**config.mk**
```make
export PLATFORM = sky130hd
export DESIGN_NAME = frame_assembler
export DESIGN_NICKNAME = d
export VERILOG_FILES = /design/src/rtl/frame_proto_pkg.sv /design/src/rtl/tx_request_arbiter.sv /design/src/rtl/frame_assembler.sv
export SDC_FILE = /design/constraint.sdc
export NUM_CORES = 1
export LEC_CHECK = 0
export ABC_AREA = 1
export BUFFER_PORTS_ARGS = -buffer_cell sky130_fd_sc_hd__clkbuf_2
export CELL_PAD_IN_SITES_DETAIL_PLACEMENT = 1
export CELL_PAD_IN_SITES_GLOBAL_PLACEMENT = 2
export CORE_UTILIZATION = 31
export DETAILED_ROUTE_END_ITERATION = 6
export GPL_ROUTABILITY_DRIVEN = 0
export PLACE_DENSITY_LB_ADDON = 0.1
export RECOVER_POWER = 100
export SLEW_MARGIN = 10
export SYNTH_ARGS = -nofsm -noshare
export SYNTH_HDL_FRONTEND = slang
export SYNTH_HIERARCHICAL = 1
export SYNTH_SLANG_ARGS = --single-unit
```
**constraint.sdc**
```tcl
create_clock -name sys_clk -period 2.55 [get_ports sys_clk]
set_clock_uncertainty 0.05 [all_clocks]
set_input_delay 0.3825 -clock sys_clk [delete_from_list [all_inputs] [get_ports sys_clk]]
set_output_delay 0.3825 -clock sys_clk [all_outputs]
set_load 0.01 [all_outputs]
```
**src/rtl/frame_proto_pkg.sv**
```systemverilog
// Shared protocol constants and rx parser state encoding for the N64 TAS
// frame path (UART bytes in, controller queue writes and host requests out).
package frame_proto_pkg;

  localparam logic [7:0] CMD_FRAME_DEFAULT    = 8'h41;
  localparam logic [7:0] CMD_RESET_DEFAULT    = 8'h52;
  localparam logic [7:0] TX_REQUEST_DEFAULT   = 8'h61;
  localparam logic [7:0] TX_RESET_ACK_DEFAULT = 8'h01;

  localparam int unsigned FRAME_BYTES = 4;

  typedef logic [1:0] rx_state_t;

  localparam rx_state_t ST_IDLE  = 2'd0;
  localparam rx_state_t ST_DATA  = 2'd1;
  localparam rx_state_t ST_WRITE = 2'd2;
  localparam rx_state_t ST_ACK   = 2'd3;

endpackage

```
**src/rtl/tx_request_arbiter.sv**
```systemverilog
// Turns console request edges and reset acknowledgements into single
// host-bound bytes, one per cycle, only while the UART transmitter is ready.
module tx_request_arbiter
  import frame_proto_pkg::*;
#(
  parameter int unsigned NUM_CONSOLES = 1,
  parameter logic [7:0]  TX_REQUEST   = TX_REQUEST_DEFAULT,
  parameter logic [7:0]  TX_RESET_ACK = TX_RESET_ACK_DEFAULT
) (
  input  logic                    sys_clk,
  input  logic                    reset,
  input  logic [NUM_CONSOLES-1:0] request_frame,
  input  logic                    ack_set,
  input  logic                    tx_ready,
  output logic [7:0]              tx_byte,
  output logic                    tx_valid
);

  logic [NUM_CONSOLES-1:0] req_q;
  logic                    req_pending;
  logic                    ack_pending;
  logic                    rise;
  logic                    ack_grant;
  logic                    req_grant;

  assign rise      = |(request_frame & ~req_q);
  assign ack_grant = tx_ready & ack_pending;
  assign req_grant = tx_ready & ~ack_pending & req_pending;

  assign tx_valid = ack_grant | req_grant;

  always_comb begin
    tx_byte = '0;
    if (ack_grant) begin
      tx_byte = TX_RESET_ACK;
    end else if (req_grant) begin
      tx_byte = TX_REQUEST;
    end
  end

  // A new set in the same cycle as a grant keeps the flag raised.
  always_ff @(posedge sys_clk or posedge reset) begin
    if (reset) begin
      req_q       <= '0;
      req_pending <= 1'b0;
      ack_pending <= 1'b0;
    end else begin
      req_q       <= request_frame;
      req_pending <= rise | (req_pending & ~req_grant);
      ack_pending <= ack_set | (ack_pending & ~ack_grant);
    end
  end

endmodule

```
**src/rtl/frame_assembler.sv**
```systemverilog
// Assembles 4-byte TAS frames from the UART byte stream, broadcasts them as
// queue writes, handles the controller reset command and host requests.
module frame_assembler
  import frame_proto_pkg::*;
#(
  parameter int unsigned NUM_CONSOLES   = 1,
  parameter int unsigned TIMEOUT_CYCLES = 5000000,
  parameter logic [7:0]  CMD_FRAME      = CMD_FRAME_DEFAULT,
  parameter logic [7:0]  CMD_RESET      = CMD_RESET_DEFAULT,
  parameter logic [7:0]  TX_REQUEST     = TX_REQUEST_DEFAULT,
  parameter logic [7:0]  TX_RESET_ACK   = TX_RESET_ACK_DEFAULT
) (
  input  logic                    sys_clk,
  input  logic                    reset,
  input  logic [7:0]              rx_byte,
  input  logic                    rx_valid,
  input  logic [NUM_CONSOLES-1:0] request_frame,
  input  logic                    tx_ready,
  output logic [7:0]              tx_byte,
  output logic                    tx_valid,
  output logic                    queue_WrEn,
  output logic [31:0]             queue_data,
  output logic                    n64_controller_reset,
  output logic                    frame_error
);

  localparam int unsigned TW = (TIMEOUT_CYCLES > 2) ? $clog2(TIMEOUT_CYCLES) : 1;
  localparam logic [TW-1:0] TIMEOUT_LAST = TW'(TIMEOUT_CYCLES - 1);

  rx_state_t     state;
  rx_state_t     idle_next;
  logic [1:0]    byte_cnt;
  logic [31:0]   shift_q;
  logic [31:0]   data_q;
  logic [TW-1:0] timeout_q;
  logic [31:0]   shift_next;

  assign shift_next = {shift_q[23:0], rx_byte};

  // WRITE and ACK last one cycle and dispatch a new byte exactly like IDLE.
  always_comb begin
    idle_next = ST_IDLE;
    if (rx_valid) begin
      if (rx_byte == CMD_FRAME) begin
        idle_next = ST_DATA;
      end else if (rx_byte == CMD_RESET) begin
        idle_next = ST_ACK;
      end
    end
  end

  always_ff @(posedge sys_clk or posedge reset) begin
    if (reset) begin
      state       <= ST_IDLE;
      byte_cnt    <= '0;
      shift_q     <= '0;
      data_q      <= '0;
      timeout_q   <= '0;
      frame_error <= 1'b0;
    end else begin
      frame_error <= 1'b0;
      case (state)
        ST_DATA: begin
          if (rx_valid) begin
            shift_q   <= shift_next;
            byte_cnt  <= byte_cnt + 2'd1;
            timeout_q <= '0;
            if (byte_cnt == 2'(FRAME_BYTES - 1)) begin
              data_q <= shift_next;
              state  <= ST_WRITE;
            end
          end else if (timeout_q == TIMEOUT_LAST) begin
            frame_error <= 1'b1;
            shift_q     <= '0;
            byte_cnt    <= '0;
            timeout_q   <= '0;
            state       <= ST_IDLE;
          end else begin
            timeout_q <= timeout_q + 1'b1;
          end
        end
        default: begin
          state <= idle_next;
          if (idle_next == ST_DATA) begin
            byte_cnt  <= '0;
            timeout_q <= '0;
            shift_q   <= '0;
          end
        end
      endcase
    end
  end

  assign queue_WrEn           = (state == ST_WRITE);
  assign queue_data           = data_q;
  assign n64_controller_reset = (state == ST_ACK);

  tx_request_arbiter #(
    .NUM_CONSOLES (NUM_CONSOLES),
    .TX_REQUEST   (TX_REQUEST),
    .TX_RESET_ACK (TX_RESET_ACK)
  ) u_tx_arb (
    .sys_clk       (sys_clk),
    .reset         (reset),
    .request_frame (request_frame),
    .ack_set       (n64_controller_reset),
    .tx_ready      (tx_ready),
    .tx_byte       (tx_byte),
    .tx_valid      (tx_valid)
  );

endmodule

```
# Word level (Yosys, flattened, before mapping)
# Cells that the tools add are included.
[word_totals]
regBits = 87
in_bits = 13
output_inout_bits = 44
[op_classes]
n_addsub = 2
n_eq_ne = 10
mux = 23
bitwise = 13
reduce_logical = 4
[op_table]
columns = ["cell", "count"]
rows = [
  ["two-way mux 24 bit", 4],
  ["two-way mux 23 bit", 4],
  ["adder 23 x 1 -> 23 bit (second input constant)", 1],
  ["== test 23 bit (second input constant)", 1],
  ["two-way mux 2 bit", 10],
  ["== test 8 x 7 -> 1 bit (second input constant)", 2],
  ["two-way mux 7 bit", 2],
  ["bitwise AND 1 bit", 6],
  ["== test 2 bit (second input constant)", 3],
  ["!= test 3 bit (second input constant)", 2],
  ["== test 2 x 1 -> 1 bit (second input constant)", 2],
  ["NOT 1 bit", 4],
  ["AND reduction 2 bit", 2],
  ["two-way mux 1 bit", 3],
  ["OR 1 bit", 3],
  ["AND reduction 3 bit", 1],
  ["adder 2 x 1 -> 2 bit (second input constant)", 1],
  ["nonzero test 2 bit", 1],
]

# Longest topological paths before layout
[logic_depth]
depth_word = 7
ltp_mapped = 10

# Cells and area by module
# The synthesis kept the hierarchy.
[modules_own_cells]
columns = ["mod", "n_inst", "cells_each", "area_each_um2", "seq_area_each_um2"]
rows = [
  ["frame_assembler", 1, 445, 3921.3, 2102.0],
  ["tx_request_arbiter", 1, 22, 182.7, 75.1],
]

# Worst setup path after synthesis
# OpenSTA, ideal clock, no wires.
[synth_path]
kind = "register to register"
start = "register timeout_q[0]"
end = "register byte_cnt[0]"
setup_ns = 0.130
t_arrival_ns = 1.329
path_slack_ns = 1.041
stages_incl_launch_ff = 10
path_buffers = 1
cell_sequence = "dfrtp_1 ha_1 nand3_2 nor2_2 nand3_2 nand2_2 nand2_4 buf_6 nand2_1 o21ai_1"
[synth_between]
elab_chain_cells = 3
[synth_rtl]
columns = ["element", "line_no", "source"]
rows = [
  ["from (decl)", "frame_assembler.sv:35", "logic [TW-1:0] timeout_q;"],
  ["from (signal assigned)", "frame_assembler.sv:79", "timeout_q <= timeout_q + 1'b1;"],
  ["== test 23 bit", "frame_assembler.sv:72", "end else if (timeout_q == TIMEOUT_LAST) begin"],
  ["!= test 3 bit (no line)", "n/a", ""],
  ["AND reduction 2 bit (no line)", "n/a", ""],
  ["to (signal assigned)", "frame_assembler.sv:66", "byte_cnt <= byte_cnt + 2'd1;"],
  ["to (decl)", "frame_assembler.sv:32", "logic [1:0] byte_cnt;"],
]
# No other way between the ends.
# A chain may end at the register's enable or synchronous reset.

# Final worst setup path
[layout_path]
start = "register timeout_q[0]"
end = "register shift_q[12]"
[layout_between]
elab_chain_cells = 3
[layout_rtl]
columns = ["element", "line_no", "source"]
rows = [
  ["== test 23 bit", "frame_assembler.sv:72", ""],
  ["!= test 3 bit (no line)", "n/a", ""],
  ["AND reduction 2 bit (no line)", "n/a", ""],
  ["to (signal assigned)", "frame_assembler.sv:65", "shift_q <= shift_next;"],
  ["to (decl)", "frame_assembler.sv:33", "logic [31:0] shift_q;"],
]
# No other way between the ends.

==> results by group <==
Status
  • Status: complete, but fails checks
  • Failing checks: capacitance limit, slew limit

Synthesis
  • Post-Syn Area: ~0.0041 sq mm
  • Post-synthesis register bit count: 87
  • Predominant post-synthesis flop cell: dfrtp_1
  • Yosys top cell area share: 0.530
  • Register area share after synthesis: 0.530
  • Ranking of synthesized cells by area: dfrtp_1 (53%), nand2_1 (11%), o21ai_0 (4.8%), inv_1 (4.8%), nand3_1 (2.7%)
  • EDFF count, synth: 0
  • Ys Warns: 6
  • Ys async rst share: 1.00
  • Post-Syn Instances: between 400 and 500
  • Largest area contributor in the netlist: dfrtp_1
  • Syn Area/Cell: 8.79 sq um
  • Cell variety after synth: 34

Power and ir drop
  • Comb power frac: 0.232
  • Internal power: 2.91 mW
  • Static leakage: about 2.2 nW
  • Max IR drop VDD: 0.339 mV
  • PD cells: 937 mW/mm^2
  • Part of the power in the clock network: 0.287
  • Power share of the sequential group: 0.481
  • Psw: 1.52 mW
  • Net Sw Frac: 0.343

Routing
  • Final wirelength: slightly above 10000 microns
  • Wire length per cell: 14.8 microns
  • Routed Antenna Nets: 0
  • Initial DRC Count: 143
  • Pre-Repair DR Iteration Count: 4
  • Drt drc: 0
  • Vias per cell: between 4 and 5
  • Via count: about 3200

Critical path
  • Bufs and invs on worst path: 0
  • WP data arrival: about 2200 ps
  • Critical-path top delay cell: dfrtp_1
  • Setup crit end kind: flop
  • CP startpoint kind: flop
  • Delay-heaviest family, CP: simple AND/OR/NAND/NOR gates
  • CP Class: flop to flop
  • Critical Path RT: 2720 ps
  • CP Cell Sequence: ha_1, nand3_1, nor2_1, nand3_1, nand2_2, nand2_2, nand2_1, o21ai_0
  • Worst stage delay on the critical path: 400 ps
  • Max FO, Critical Path: 27

Clock tree
  • H-tree levels: 3
  • Max Buffers Root-to-Sink: 2
  • TritonCTS Sinks: 87
  • Post-CTS setup buffers: 0
  • TritonCTS clock tree: built
  • Inserted Clock Buffers: 9
  • Clock latency on the worst-skew pair: 340 ps
  • Root Buffer: clkbuf_16
  • CTS clk-pin slew, worst paths: 60 ps
  • Post-CTS Resized: 0

STA
  • Unrepaired setup endpoints after global routing: false
  • Slew Viols, Final: 33
  • Least-Margin Pin Slew: 1570 ps
  • Setup-failing EPs final: 0
  • Max Fclk: between 500 and 600 MHz
  • Final hold violation count: 0
  • Final WS setup: 574 ps
  • Setup TNS: 0 ps
  • Final min period: between 1500 and 2000 ps
  • Final period util: 0.775
  • Slew margin rel.: -0.0524

Global routing
  • Grt total ovfl: 0
  • First-pass GRT wire length: 16900 microns
  • Initial antenna violation count: 0
  • Vias in the first global route: roughly 3200
  • Pin count of the biggest net entering global routing: 34
  • GRT Resource Usage Total: 0.166

Finish
  • Antenna cells: 0
  • Area grow syn2layout: 15.1%
  • Layout Nets: roughly 530
  • Fraction of layout cells with a size suffix above 1: 0.126
  • Non-Filler Instances: 696

Die
  • Num rows: just over 40
  • Die footprint: approximately 0.014 sq mm
  • I/O pins: 57
  • Die W: about 120 microns
  • Starting Density: 0.321
  • Core Area: about 0.013 sq mm
  • Die Y: around 120 microns

Place
  • Post-Place Cells: between 600 and 700
  • Pre-CTS setup slack: between 600 and 700 ps
  • Buffers added on ports: 51
  • HPWL after DPL: 7380 microns

Flow run
  • Max-Cap Viols: 1

Hold path
  • HP Class: input pin to flop
-- per-stage QoR --
stage | power (mW) | utilization | hold slack, ps | instance area (sq um)
floorplan | 2.82 | - | 86.1 | 4120
global placement | 3.26 | 0.354 | 224 | 4520
detailed placement | 3.30 | 0.354 | 232 | 4520
CTS | 4.60 | 0.377 | 102 | 4810
global route | 4.78 | 0.370 | 122 | 4720
finish | 4.43 | 0.370 | 128 | 4720
-- cells in the final DEF, fill, tap and decap left out, types with 3 or more instances in the layout --
cell type	instances
nand2_1	120
dfrtp_1	87
o21ai_0	57
inv_1	52
clkbuf_1	43
nor2_1	30
nand3_1	24
clkbuf_2	10
xor2_1	9
clkbuf_16	9
mux2_2	8
nand2_2	6
o22ai_1	6
nor3_1	6
nand4_1	5
buf_4	5
conb_1	5
nor2_4	4
inv_2	3
nor2_2	3
o21ai_1	3
nand3_2	3
-- final cells by class --
cell class | count | area, sq um
Clock inverter | 5 | 41.3
Fill cell | 1522 | 8050
Timing Repair Buffer | 59 | 275
Clock buffer | 11 | 243
Tap cell | 172 | 215
Inverter | 56 | 211
Sequential cell | 87 | 2180
Multi-Input combinational cell | 306 | 1560
-- cell families (layout without fill, tap and decap cells) --
family / count (synthesis) / count (layout) / share of synthesized area
simple gates: 208 / 208 / 0.239
flops: 87 / 87 / 0.530
buf+inv: 78 / 131 / 0.0860
compound gates: 72 / 72 / 0.0924
xor+xnor: 11 / 11 / 0.0235
mux: 8 / 8 / 0.0220
fa+ha+maj: 2 / 2 / 0.00610
other cells: 1 / 5 / 0.000914
-- synth_stat cells, drive strengths merged (2+ instances only) --
cell	count
mux2	8
o22ai	6
clkbuf	5
nand3	28
o21ai	61
ha	2
a21oi	2
nand2	127
o21bai	2
xnor2	2
nor3	8
buf	17
inv	56
nor2	37
xor2	9
dfrtp	87
nand4	6
-- power by group through the flow --
stage,registers (mW),clock network [mW],logic (mW)
4_1_cts,2.14,1.32,1.14
2_1_floorplan,2.19,0,0.633
3_5_place_dp,2.17,0,1.13
6_report,2.13,1.27,1.03
3_3_place_gp,2.15,0,1.11
5_1_grt,2.20,1.36,1.21
-- worst paths after layout --
check / from / end / slack (ps) / depth (start not counted)
worst max-delay path: timeout_q[0] / shift_q[12] / 570 / 8
worst min-delay path: request_frame / u_tx_arb/req_q / 130 / 1
worst max register to register: timeout_q[0] / shift_q[12] / 570 / 8
worst min register to register: u_tx_arb/req_q / u_tx_arb/req_pending / 430 / 3
max in group asynchronous: reset / shift_q[3] / 680 / 4
min in group asynchronous: reset / u_tx_arb/req_pending / 410 / 3
-- worst register-to-register path, stage by stage (launching register included) --
cell and delay, ps:
dfrtp_1 400, ha_1 240, nand3_1 170, nor2_1 140, nand3_1 160, nand2_2 100, nand2_2 330, nand2_1 180
o21ai_0 90
-- state kept, by name, summed over array words and instances, names as in the netlist --
| name | cells |
|---|---|
| u_tx_arb/ack_pending | 1 |
| timeout_q | 23 |
| frame_error | 1 |
| u_tx_arb/req_pending | 1 |
| queue_data | 32 |
| shift_q | 24 |
| state | 2 |
| u_tx_arb/req_q | 1 |
| byte_cnt | 2 |
-- per-layer routing --
layer,part of all wire,global-route usage,up-vias
met5,0,0,-
li1,-,-,1576
met4,0.017,0.0658,0
met2,0.41,0.231,53
met3,0.031,0.0304,11
met1,0.54,0.252,1532
-- timing repair --
| item | CTS | global route |
|---|---|---|
| endpoints found under the hold margin | 3 | 0 |
| hold buffers | 1 | 0 |
| setup endpoints to repair | 0 | 0 |
Power figures use the tool's default switching activity.
